## src/rtl/imem_loader_pkg.sv

```systemverilog
// Shared types and constants for the instruction-memory boot loader.
package imem_loader_pkg;

  // Loader sequencing states
  typedef enum logic [2:0] {
    ST_IDLE,
    ST_LEN_LO,
    ST_LEN_HI,
    ST_DATA,
    ST_CHECK,
    ST_DONE,
    ST_ERROR
  } state_t;

  localparam int unsigned LEN_BYTES      = 2;
  localparam int unsigned BYTES_PER_WORD = 4;
  localparam int unsigned CNT_W          = LEN_BYTES * 8;
  localparam int unsigned WORD_W         = BYTES_PER_WORD * 8;
  localparam int unsigned BYTE_IDX_W     = $clog2(BYTES_PER_WORD);

  // States in which the loader accepts stream bytes
  function automatic logic accepts_bytes(input state_t s);
    return (s == ST_LEN_LO) || (s == ST_LEN_HI) || (s == ST_DATA) || (s == ST_CHECK);
  endfunction

endpackage

```

## src/rtl/imem_loader_word_packer.sv

```systemverilog
// Packs a byte stream into little-endian words; flags the byte that completes a word.
module imem_loader_word_packer
  import imem_loader_pkg::*;
(
  input  logic              clk,
  input  logic              reset,
  input  logic              clear,
  input  logic              byte_valid,
  input  logic [7:0]        byte_data,
  output logic              word_valid_c,
  output logic [WORD_W-1:0] word_c
);

  localparam logic [BYTE_IDX_W-1:0] LAST_IDX = BYTE_IDX_W'(BYTES_PER_WORD - 1);

  logic [BYTE_IDX_W-1:0] idx_q;
  logic [WORD_W-1:0]     buf_q;

  // Current word with the incoming byte merged into its lane
  always_comb begin
    word_c = buf_q;
    word_c[{idx_q, 3'b000} +: 8] = byte_data;
  end

  assign word_valid_c = byte_valid && (idx_q == LAST_IDX);

  // Lane index and assembly buffer
  always_ff @(posedge clk or negedge reset) begin
    if (!reset) begin
      idx_q <= '0;
      buf_q <= '0;
    end else if (clear) begin
      idx_q <= '0;
      buf_q <= '0;
    end else if (byte_valid) begin
      idx_q <= idx_q + BYTE_IDX_W'(1);
      buf_q <= word_c;
    end
  end

endmodule

```

## src/rtl/imem_loader.sv

```systemverilog
// Boot loader: parses length/data/checksum byte stream into instruction memory
// writes and releases the processor reset once the image verifies.
module imem_loader
  import imem_loader_pkg::*;
#(
  parameter int unsigned DEPTH  = 256,
  parameter int unsigned ADDR_W = 32
) (
  input  logic              clk,
  input  logic              reset,
  input  logic              in_valid,
  input  logic [7:0]        in_data,
  output logic              in_ready,
  input  logic              restart,
  output logic              imem_we,
  output logic [ADDR_W-1:0] imem_addr,
  output logic [31:0]       imem_wdata,
  output logic              cpu_reset,
  output logic              done,
  output logic              error
);

  state_t             state_q, state_d;
  logic [CNT_W-1:0]   len_q, len_d;
  logic [CNT_W-1:0]   word_idx_q, word_idx_d;
  logic [7:0]         csum_q, csum_d;

  logic               ready_d, we_d, cpu_reset_d, done_d, error_d;
  logic [ADDR_W-1:0]  addr_d;
  logic [31:0]        wdata_d;

  logic               hs_c, restart_c, pk_byte_valid_c;
  logic [CNT_W-1:0]   len_full_c;
  logic               word_valid_c;
  logic [WORD_W-1:0]  word_c;

  assign hs_c            = in_valid && in_ready;
  assign restart_c       = restart && (state_q != ST_IDLE);
  assign pk_byte_valid_c = hs_c && !restart_c && (state_q == ST_DATA);
  assign len_full_c      = {in_data, len_q[7:0]};

  imem_loader_word_packer u_packer (
    .clk          (clk),
    .reset        (reset),
    .clear        (restart_c),
    .byte_valid   (pk_byte_valid_c),
    .byte_data    (in_data),
    .word_valid_c (word_valid_c),
    .word_c       (word_c)
  );

  // State register
  always_ff @(posedge clk or negedge reset) begin
    if (!reset) begin
      state_q <= ST_IDLE;
    end else begin
      state_q <= state_d;
    end
  end

  // Next state, datapath updates and next output values
  always_comb begin
    state_d    = state_q;
    len_d      = len_q;
    word_idx_d = word_idx_q;
    csum_d     = csum_q;
    we_d       = 1'b0;
    addr_d     = imem_addr;
    wdata_d    = imem_wdata;

    if (restart_c) begin
      state_d    = ST_LEN_LO;
      len_d      = '0;
      word_idx_d = '0;
      csum_d     = '0;
    end else begin
      case (state_q)
        ST_IDLE: state_d = ST_LEN_LO;
        ST_LEN_LO: begin
          if (hs_c) begin
            len_d   = CNT_W'(in_data);
            state_d = ST_LEN_HI;
          end
        end
        ST_LEN_HI: begin
          if (hs_c) begin
            len_d = len_full_c;
            if (32'(len_full_c) > DEPTH) begin
              state_d = ST_ERROR;
            end else if (len_full_c == '0) begin
              state_d = ST_CHECK;
            end else begin
              state_d = ST_DATA;
            end
          end
        end
        ST_DATA: begin
          if (hs_c) begin
            csum_d = csum_q ^ in_data;
            if (word_valid_c) begin
              we_d       = 1'b1;
              addr_d     = ADDR_W'({word_idx_q, 2'b00});
              wdata_d    = word_c;
              word_idx_d = word_idx_q + CNT_W'(1);
              if (word_idx_q == len_q - CNT_W'(1)) begin
                state_d = ST_CHECK;
              end
            end
          end
        end
        ST_CHECK: begin
          if (hs_c) begin
            state_d = (in_data == csum_q) ? ST_DONE : ST_ERROR;
          end
        end
        default: ;
      endcase
    end

    ready_d     = accepts_bytes(state_d);
    done_d      = (state_d == ST_DONE);
    error_d     = (state_d == ST_ERROR);
    cpu_reset_d = (state_d != ST_DONE);
  end

  // Datapath and output registers
  always_ff @(posedge clk or negedge reset) begin
    if (!reset) begin
      len_q      <= '0;
      word_idx_q <= '0;
      csum_q     <= '0;
      in_ready   <= 1'b0;
      imem_we    <= 1'b0;
      imem_addr  <= '0;
      imem_wdata <= '0;
      cpu_reset  <= 1'b1;
      done       <= 1'b0;
      error      <= 1'b0;
    end else begin
      len_q      <= len_d;
      word_idx_q <= word_idx_d;
      csum_q     <= csum_d;
      in_ready   <= ready_d;
      imem_we    <= we_d;
      imem_addr  <= addr_d;
      imem_wdata <= wdata_d;
      cpu_reset  <= cpu_reset_d;
      done       <= done_d;
      error      <= error_d;
    end
  end

endmodule

```

## config.mk

```make
export PLATFORM = sky130hd
export DESIGN_NAME = imem_loader
export DESIGN_NICKNAME = d
export VERILOG_FILES = /design/src/rtl/imem_loader_pkg.sv /design/src/rtl/imem_loader_word_packer.sv /design/src/rtl/imem_loader.sv
export SDC_FILE = /design/constraint.sdc
export NUM_CORES = 1
export LEC_CHECK = 0
export CAP_MARGIN = 40
export CELL_PAD_IN_SITES_DETAIL_PLACEMENT = 0
export CELL_PAD_IN_SITES_GLOBAL_PLACEMENT = 2
export CORE_UTILIZATION = 31
export DETAILED_ROUTE_END_ITERATION = 6
export GPL_TIMING_DRIVEN = 1
export PLACE_DENSITY = 0.81
export SLEW_MARGIN = 10
export SYNTH_ARGS = -nofsm -noshare
export SYNTH_HDL_FRONTEND = slang
export SYNTH_SLANG_ARGS = --single-unit
```

## constraint.sdc

```tcl
create_clock -name clk -period 2.5 [get_ports clk]
set_clock_uncertainty 0.05 [all_clocks]
set_input_delay 0.625 -clock clk [delete_from_list [all_inputs] [get_ports clk]]
set_output_delay 0.625 -clock clk [all_outputs]
set_load 0.03 [all_outputs]
```

==> results.md, run 1 <==
- Drt pass-1 iters: 5
- Post-synthesis register bit count: 122
- Setup WS post-layout: -0.1043 ns
- Crit-path max FO: 3
- Root Driver: clkbuf_16
- Dpl ws: -0.7299 ns
- Finished Layout Cells: 1028
- Max_slew headroom: 0.5964
- Syn Std Cell Area: 6081 um^2
- Met3 wire len: 637 um
- Post-synthesis mux area share: 0.005144
- Post-DP HPWL: 12240 um
- Die ar.: 20180 um^2
- GRT Overall Usage: 0.1800
- Synth area leader: dfrtp_1
- Setup crit end kind: flop
- Worst vdd ir: 0.0005461 V
- Yosys top cell area share: 0.4979
- Leakage power: 3.785 nW
- Slowest stage cell, crit path: or4b_4
- DRC Markers: 0
- # rows: 50
- Cell with the most instances after synthesis: dfrtp_1
- Largest cells by area after synthesis: dfrtp_1, a22o_1, nand2_1, nor2_1, xnor2_1
- Synth Instances: 621
- Fin. Hold Viols: 0
- Post-synth cell types: 61
- CTS Buf Count: 17
- Final WL: 17080 um
- Synthesis-to-layout area growth: 37.72%
- Post-synthesis simple-gate area fraction: 0.1907
- First-pass GRT wire length: 28200 um
- CTS Hold Buffers Added: 0
- CP Class: reg -> reg
- TritonCTS clock tree: done
- Pin count of the biggest net entering global routing: 38
- Most common library cells after synthesis: dfrtp_1, nand2_1, nor2_1, a22o_1, clkbuf_1
- Post-DRT Antenna Nets: 0
- CP Launch Type: flop
- Final Critical Period: 2.604 ns
- Status: complete, but fails checks
- Gp weighted congestion: 0.8557
- Async SR Flop Fraction: 1.000
- Total power: 6.516 mW
- Die Wd: 142.1 um
- Xor-xnor portion of the synthesized cell area: 0.06193
- Worst Hold Class: in -> async
- Slew @ Worst Pin: 0.5970 ns
- Setup TNS: -0.3210 ns
- Antenna Cells: 0
- Vias post-DR: 5186
- Failing checks: setup timing
- # Max-Cap Violations: 0
- Clk_lat worst skew: 0.42 ns
- Yosys synthesis warning count: 0
- Metal1 wirelength: 7466 um
- Core area: 18960 um^2
- CP required: 2.78 ns
- Port Buf Inserts: 64
- I/O pins: 81
- Final setup fails: 5
- Metal2 WL: 8594 um
- Clock net sink count: 122
- PD cells: 778.1 nW/um^2
- Number of flops mapped to enable cells by yosys: 0
- Share of layout cells above drive strength 1: 0.2188
- Highest metal used: met4
- CP arrival: 2.89 ns
- Wire length per cell: 16.61 um
- Fillcell total: 1787
- Die outline height: 142.1 um
- Largest family of logic cells by synthesized area: simple AND/OR/NAND/NOR gates
- Dpl cells: 993
- GR Overflow Total: 0
- Synth Area in Adders: 0.01440
- Via density: 5.045
- Number of H-tree levels: 4
- Initial antenna violation count: 0
- Hold slack: 0.07729 ns
- Ys flop type: dfrtp_1
- Vias in the first global route: 5418
- Fraction of the cycle the final worst path needs: 1.042
- Synth Area in Compound Gates: 0.1660
- Worst-path clk slew: 0.06 ns
- Post-synthesis sequential area ratio: 0.5023
- Worst-path cell chain: inv_2, ha_4, or4b_4, o31a_1, o32a_1, o31a_2, nor2b_4, a2111oi_4, o21bai_2, buf_4, nand3_1
- RSZ-0062 raised after global routing: yes
- Mean Syn Cell Area: 9.792 um^2
- CTS Buffer Depth: 2
- Final Slew Violations: 0
- Starting Density: 0.3208
- Max Freq: 384.0 MHz
- Nets@finish: 774
- DRT iter0 DRCs: 293
- CP peak stage delay: 0.46 ns
## through the flow
stage,cell area [um^2],utilization
after detailed placement,7612,0.4016
after global placement,7607,0.4013
after floorplan,6215,-
after global routing,8374,0.4418
final,8374,0.4418
after CTS,8328,0.4393
## worst max-delay path: cells and delay by family, from the launching register on
family	cells	cell delay, ns
compound gates	5	1.00
fa+ha+maj	1	0.14
buf+inv	2	0.22
flops	1	0.40
simple gates	3	0.70
## final timing paths
check                      slack (ns)             to  cells after the start         start
min in group clk                 0.42   imem_addr[2]                      2  imem_addr[2]
min reg2reg                      0.42   imem_addr[2]                      2  imem_addr[2]
max reg2reg                     -0.10      cpu_reset                     11      len_q[1]
min                              0.08  imem_addr[14]                      1         reset
max                             -0.10      cpu_reset                     11      len_q[1]
max in group asynchronous        1.68      cpu_reset                      2         reset
## registers in the layout, indices dropped and copies added (netlist names)
signal          cells
cpu_reset           1
u_packer.idx_q      2
imem_we             1
len_q              16
error               1
done                1
imem_wdata         32
state_q             3
csum_q              8
imem_addr          16
u_packer.buf_q     24
in_ready            1
word_idx_q         16
## power by group
part           switching [mW]  internal (mW)
logic                    1.04          0.848
registers              0.0840           2.07
clock network           0.910           1.57
total                    2.03           4.49
## cells in the final DEF (no fill, tap or decap), types with 10 or more instances in the layout
cell,instances
nand2_1,82
nand4_1,13
nand3_1,13
conb_1,16
o21ai_0,24
xnor2_1,25
a221oi_1,24
buf_4,88
nor2_1,74
clkdlybuf4s50_1,60
clkbuf_16,17
dfrtp_1,120
nor3_1,10
xor2_1,16
a22o_1,47
## timing repair
| action | 4_1_cts | 5_1_grt |
|---|---|---|
| endpoints found under the setup margin | 5 | 12 |
| pin swaps | 14 | 3 |
| resized for setup | 22 | 8 |
| setup buffers | 3 | 0 |
## final cells by class
type                       count  area (um^2)  share of cell area
timing repair buffer         159         1410              0.1684
inverter                      14        52.55            0.006275
tap                          260        325.3             0.03885
clock buffer                  22        484.2             0.05782
sequential                   122         3055              0.3649
multi-input combinational    441         2933              0.3502
clock inverter                10        113.9             0.01360
## routing by layer
layer  global-route usage  vias up
met1               0.2157     2583
met2               0.3155      132
met4              0.07187        0
met3              0.03567       26
li1                     -     2445
met5                    0        -
## logic make-up after synthesis
family / count (synthesis)
and+or+nand+nor: 245
AOI/OAI and AO/OA: 127
DFF: 122
buffers and inverters: 73
xor gates and xnor gates: 43
adders and majority gates: 7
muxes: 3
other: 1
No activity file was read; power rests on OpenSTA's default activity.
==> inputs of run 2 (changes only) <==
CAP_MARGIN = 0   (was 40)
SLEW_MARGIN = 20   (was 10)
==> run 2 against run 1 <==
- routed wire length grew 0.36%
- first-iteration DRC count shrank 25%
- critical path type unchanged
- final area shrank 0.30%
- die area is the same
- worst hold slack lost 0.0062 ns
- the flow still finishes with violations (setup timing)
==> results.md, run 2 (synthesis gave the netlist of run 1 again) <==
- Dpl ws: -0.6646 ns
- Core area: 18960 um^2
- CP Launch Type: flop
- Setup TNS: -0.2643 ns
- GR Util met2: 0.3186
- Vias post-DR: 5176
- Total power: 6.420 mW
- CP Class: reg -> reg
- Drt pass-1 iters: 6
- Crit-path max FO: 4
- Max_slew headroom: 0.5786
- Number of H-tree levels: 4
- Share of layout cells above drive strength 1: 0.2203
- Pin count of the biggest net entering global routing: 38
- Fraction of the cycle the final worst path needs: 1.040
- GR Overflow Total: 0
- Status: complete, but fails checks
- Switching share of power: 0.3209
- Slowest stage cell, crit path: dfrtp_1
- Final WL: 17140 um
- Setup crit end kind: flop
- GR met1 Demand/Resource: 0.2197
- Post-DRT Antenna Nets: 0
- Leakage power: 3.753 nW
- Max FFs per register: 32
- Clk_lat worst skew: 0.42 ns
- Clock power frac: 0.375
- Nets@finish: 773
- Wire length per cell: 16.69 um
- Worst vdd ir: 0.0005008 V
- Sequential share of power: 0.335
- Failing checks: setup timing
- Switch Pwr: 2.060 mW
- Internal power: 4.360 mW
- RSZ-0062 raised after global routing: yes
- Worst-path clk slew: 0.06 ns
- Synthesis-to-layout area growth: 37.30%
- CP peak stage delay: 0.40 ns
- DRC Markers: 0
- Highest-count cells in the layout ignoring fill and taps: dfrtp_1, buf_4, nand2_1, nor2_1, clkdlybuf4s50_1
- Worst-path cell chain: buf_6, nor4_4, a31oi_1, a41o_1, a221o_1, nor2b_4, a2111oi_4, o21bai_2, and3_1
- PD cells: 769.0 nW/um^2
- Final Util: 0.4405
- CTS Buffer Depth: 2
- TritonCTS clock tree: done
- Starting Density: 0.3208
- Met3 Track Usage GR: 0.03937
- Via density: 5.040
- DP Area: 7607 um^2
- I/O pins: 81
- Post-route cell area: 8349 um^2
- Initial antenna violation count: 0
- Post-DP HPWL: 12190 um
- Clock net sink count: 122
- Setup WS post-layout: -0.1011 ns
- Root Driver: clkbuf_16
- Most Crowded Layer GR: met2
- Max Freq: 384.4 MHz
- GRT Overall Usage: 0.1807
- Vias in the first global route: 5417
- Port Buf Inserts: 64
- Final Critical Period: 2.601 ns
- Fillcell total: 1802
- Die outline height: 142.1 um
- Final Slew Violations: 0
- Die ar.: 20180 um^2
- DRT iter0 DRCs: 219
- Slew @ Worst Pin: 0.6232 ns
- # rows: 50
- First-pass GRT wire length: 28200 um
- Most common cell after layout, fill and taps aside: dfrtp_1
- Die Wd: 142.1 um
- CP required: 2.75 ns
- CTS Buf Count: 17
- Worst Hold Class: in -> async
- Fin. Hold Viols: 0
- CTS Hold Buffers Added: 0
- Combinational share of power: 0.290
- Antenna Cells: 0
- CP arrival: 2.85 ns
- Final setup fails: 5
- Largest regs: imem_wdata x32, u_packer.buf_q x24
- Gp weighted congestion: 0.8557
- Most flop-heavy register: imem_wdata
- # Max-Cap Violations: 0
[run 2: changes by cell type in the layout (fill, tap and decap cells not counted), sizes merged]
cell / before / now
inv: 14 / 16
clkinv: 7 / 6
clkdlybuf4s50: 60 / 63
clkinvlp: 1 / 3
bufinv: 2 / 1
clkbuf: 22 / 20
dlygate4sd2: 3 / 0
buf: 96 / 95
[run 2: layout make-up]
cell class	instances	area [um^2]	share of cell area
Sequential cell	122	3055	0.3660
Multi-Input combinational cell	441	2929	0.3508
Timing Repair Buffer	158	1409	0.1687
Clock buffer	20	466.7	0.05590
Tap cell	260	325.3	0.03896
Clock inverter	12	111.4	0.01334
Inverter	14	52.55	0.006294
[run 2: per-stage QoR]
stage	hold slack, ns	cells
detailed placement	0.4158	992
global route	0.08314	1027
finish	0.07112	1027
CTS	0.07146	1027
global placement	0.4128	992
floorplan	0.2794	636
[run 2: routing by layer]
metal  vias to the layer above  share of wire
li1                       2445              -
met1                      2584           0.45
met2                       126           0.51
met3                        21          0.031
met4                         0          0.015
met5                         -              0
[run 2: worst max-delay path, delay by kind of cell, from the launching register on]
family	cells	cell delay (ns)
AO/OA/AOI/OAI	5	1.21
AND/OR/NAND/NOR	3	0.68
buffers and inverters	1	0.14
flip-flops	1	0.40
[run 2: what timing repair did]
item                       CTS  global route
buffers inserted             3             0
pin swaps                    8             3
setup endpoints to repair    5            25
resized for setup           18             9
hold endpoints to repair     0             0
[run 2: path summary, 6_finish.rpt]
check	from	end	slack, ns	cells after the start
worst max-delay path	len_q[1]	done	-0.10	9
worst min-delay path	reset	word_idx_q[7]	0.07	1
worst max register to register	len_q[1]	done	-0.10	9
worst min register to register	imem_addr[11]	imem_addr[11]	0.42	2
max in group asynchronous	reset	cpu_reset	1.68	2
min in group clk	imem_addr[11]	imem_addr[11]	0.42	2
[run 2: power by group through the flow]
stage	combinational, mW	sequential (mW)	clock [mW]
after floorplan	1.07	2.19	0
after global placement	1.69	2.18	0
after detailed placement	1.71	2.18	0
after CTS	1.83	2.15	2.46
after global routing	2.02	2.16	2.55
final	1.86	2.15	2.41
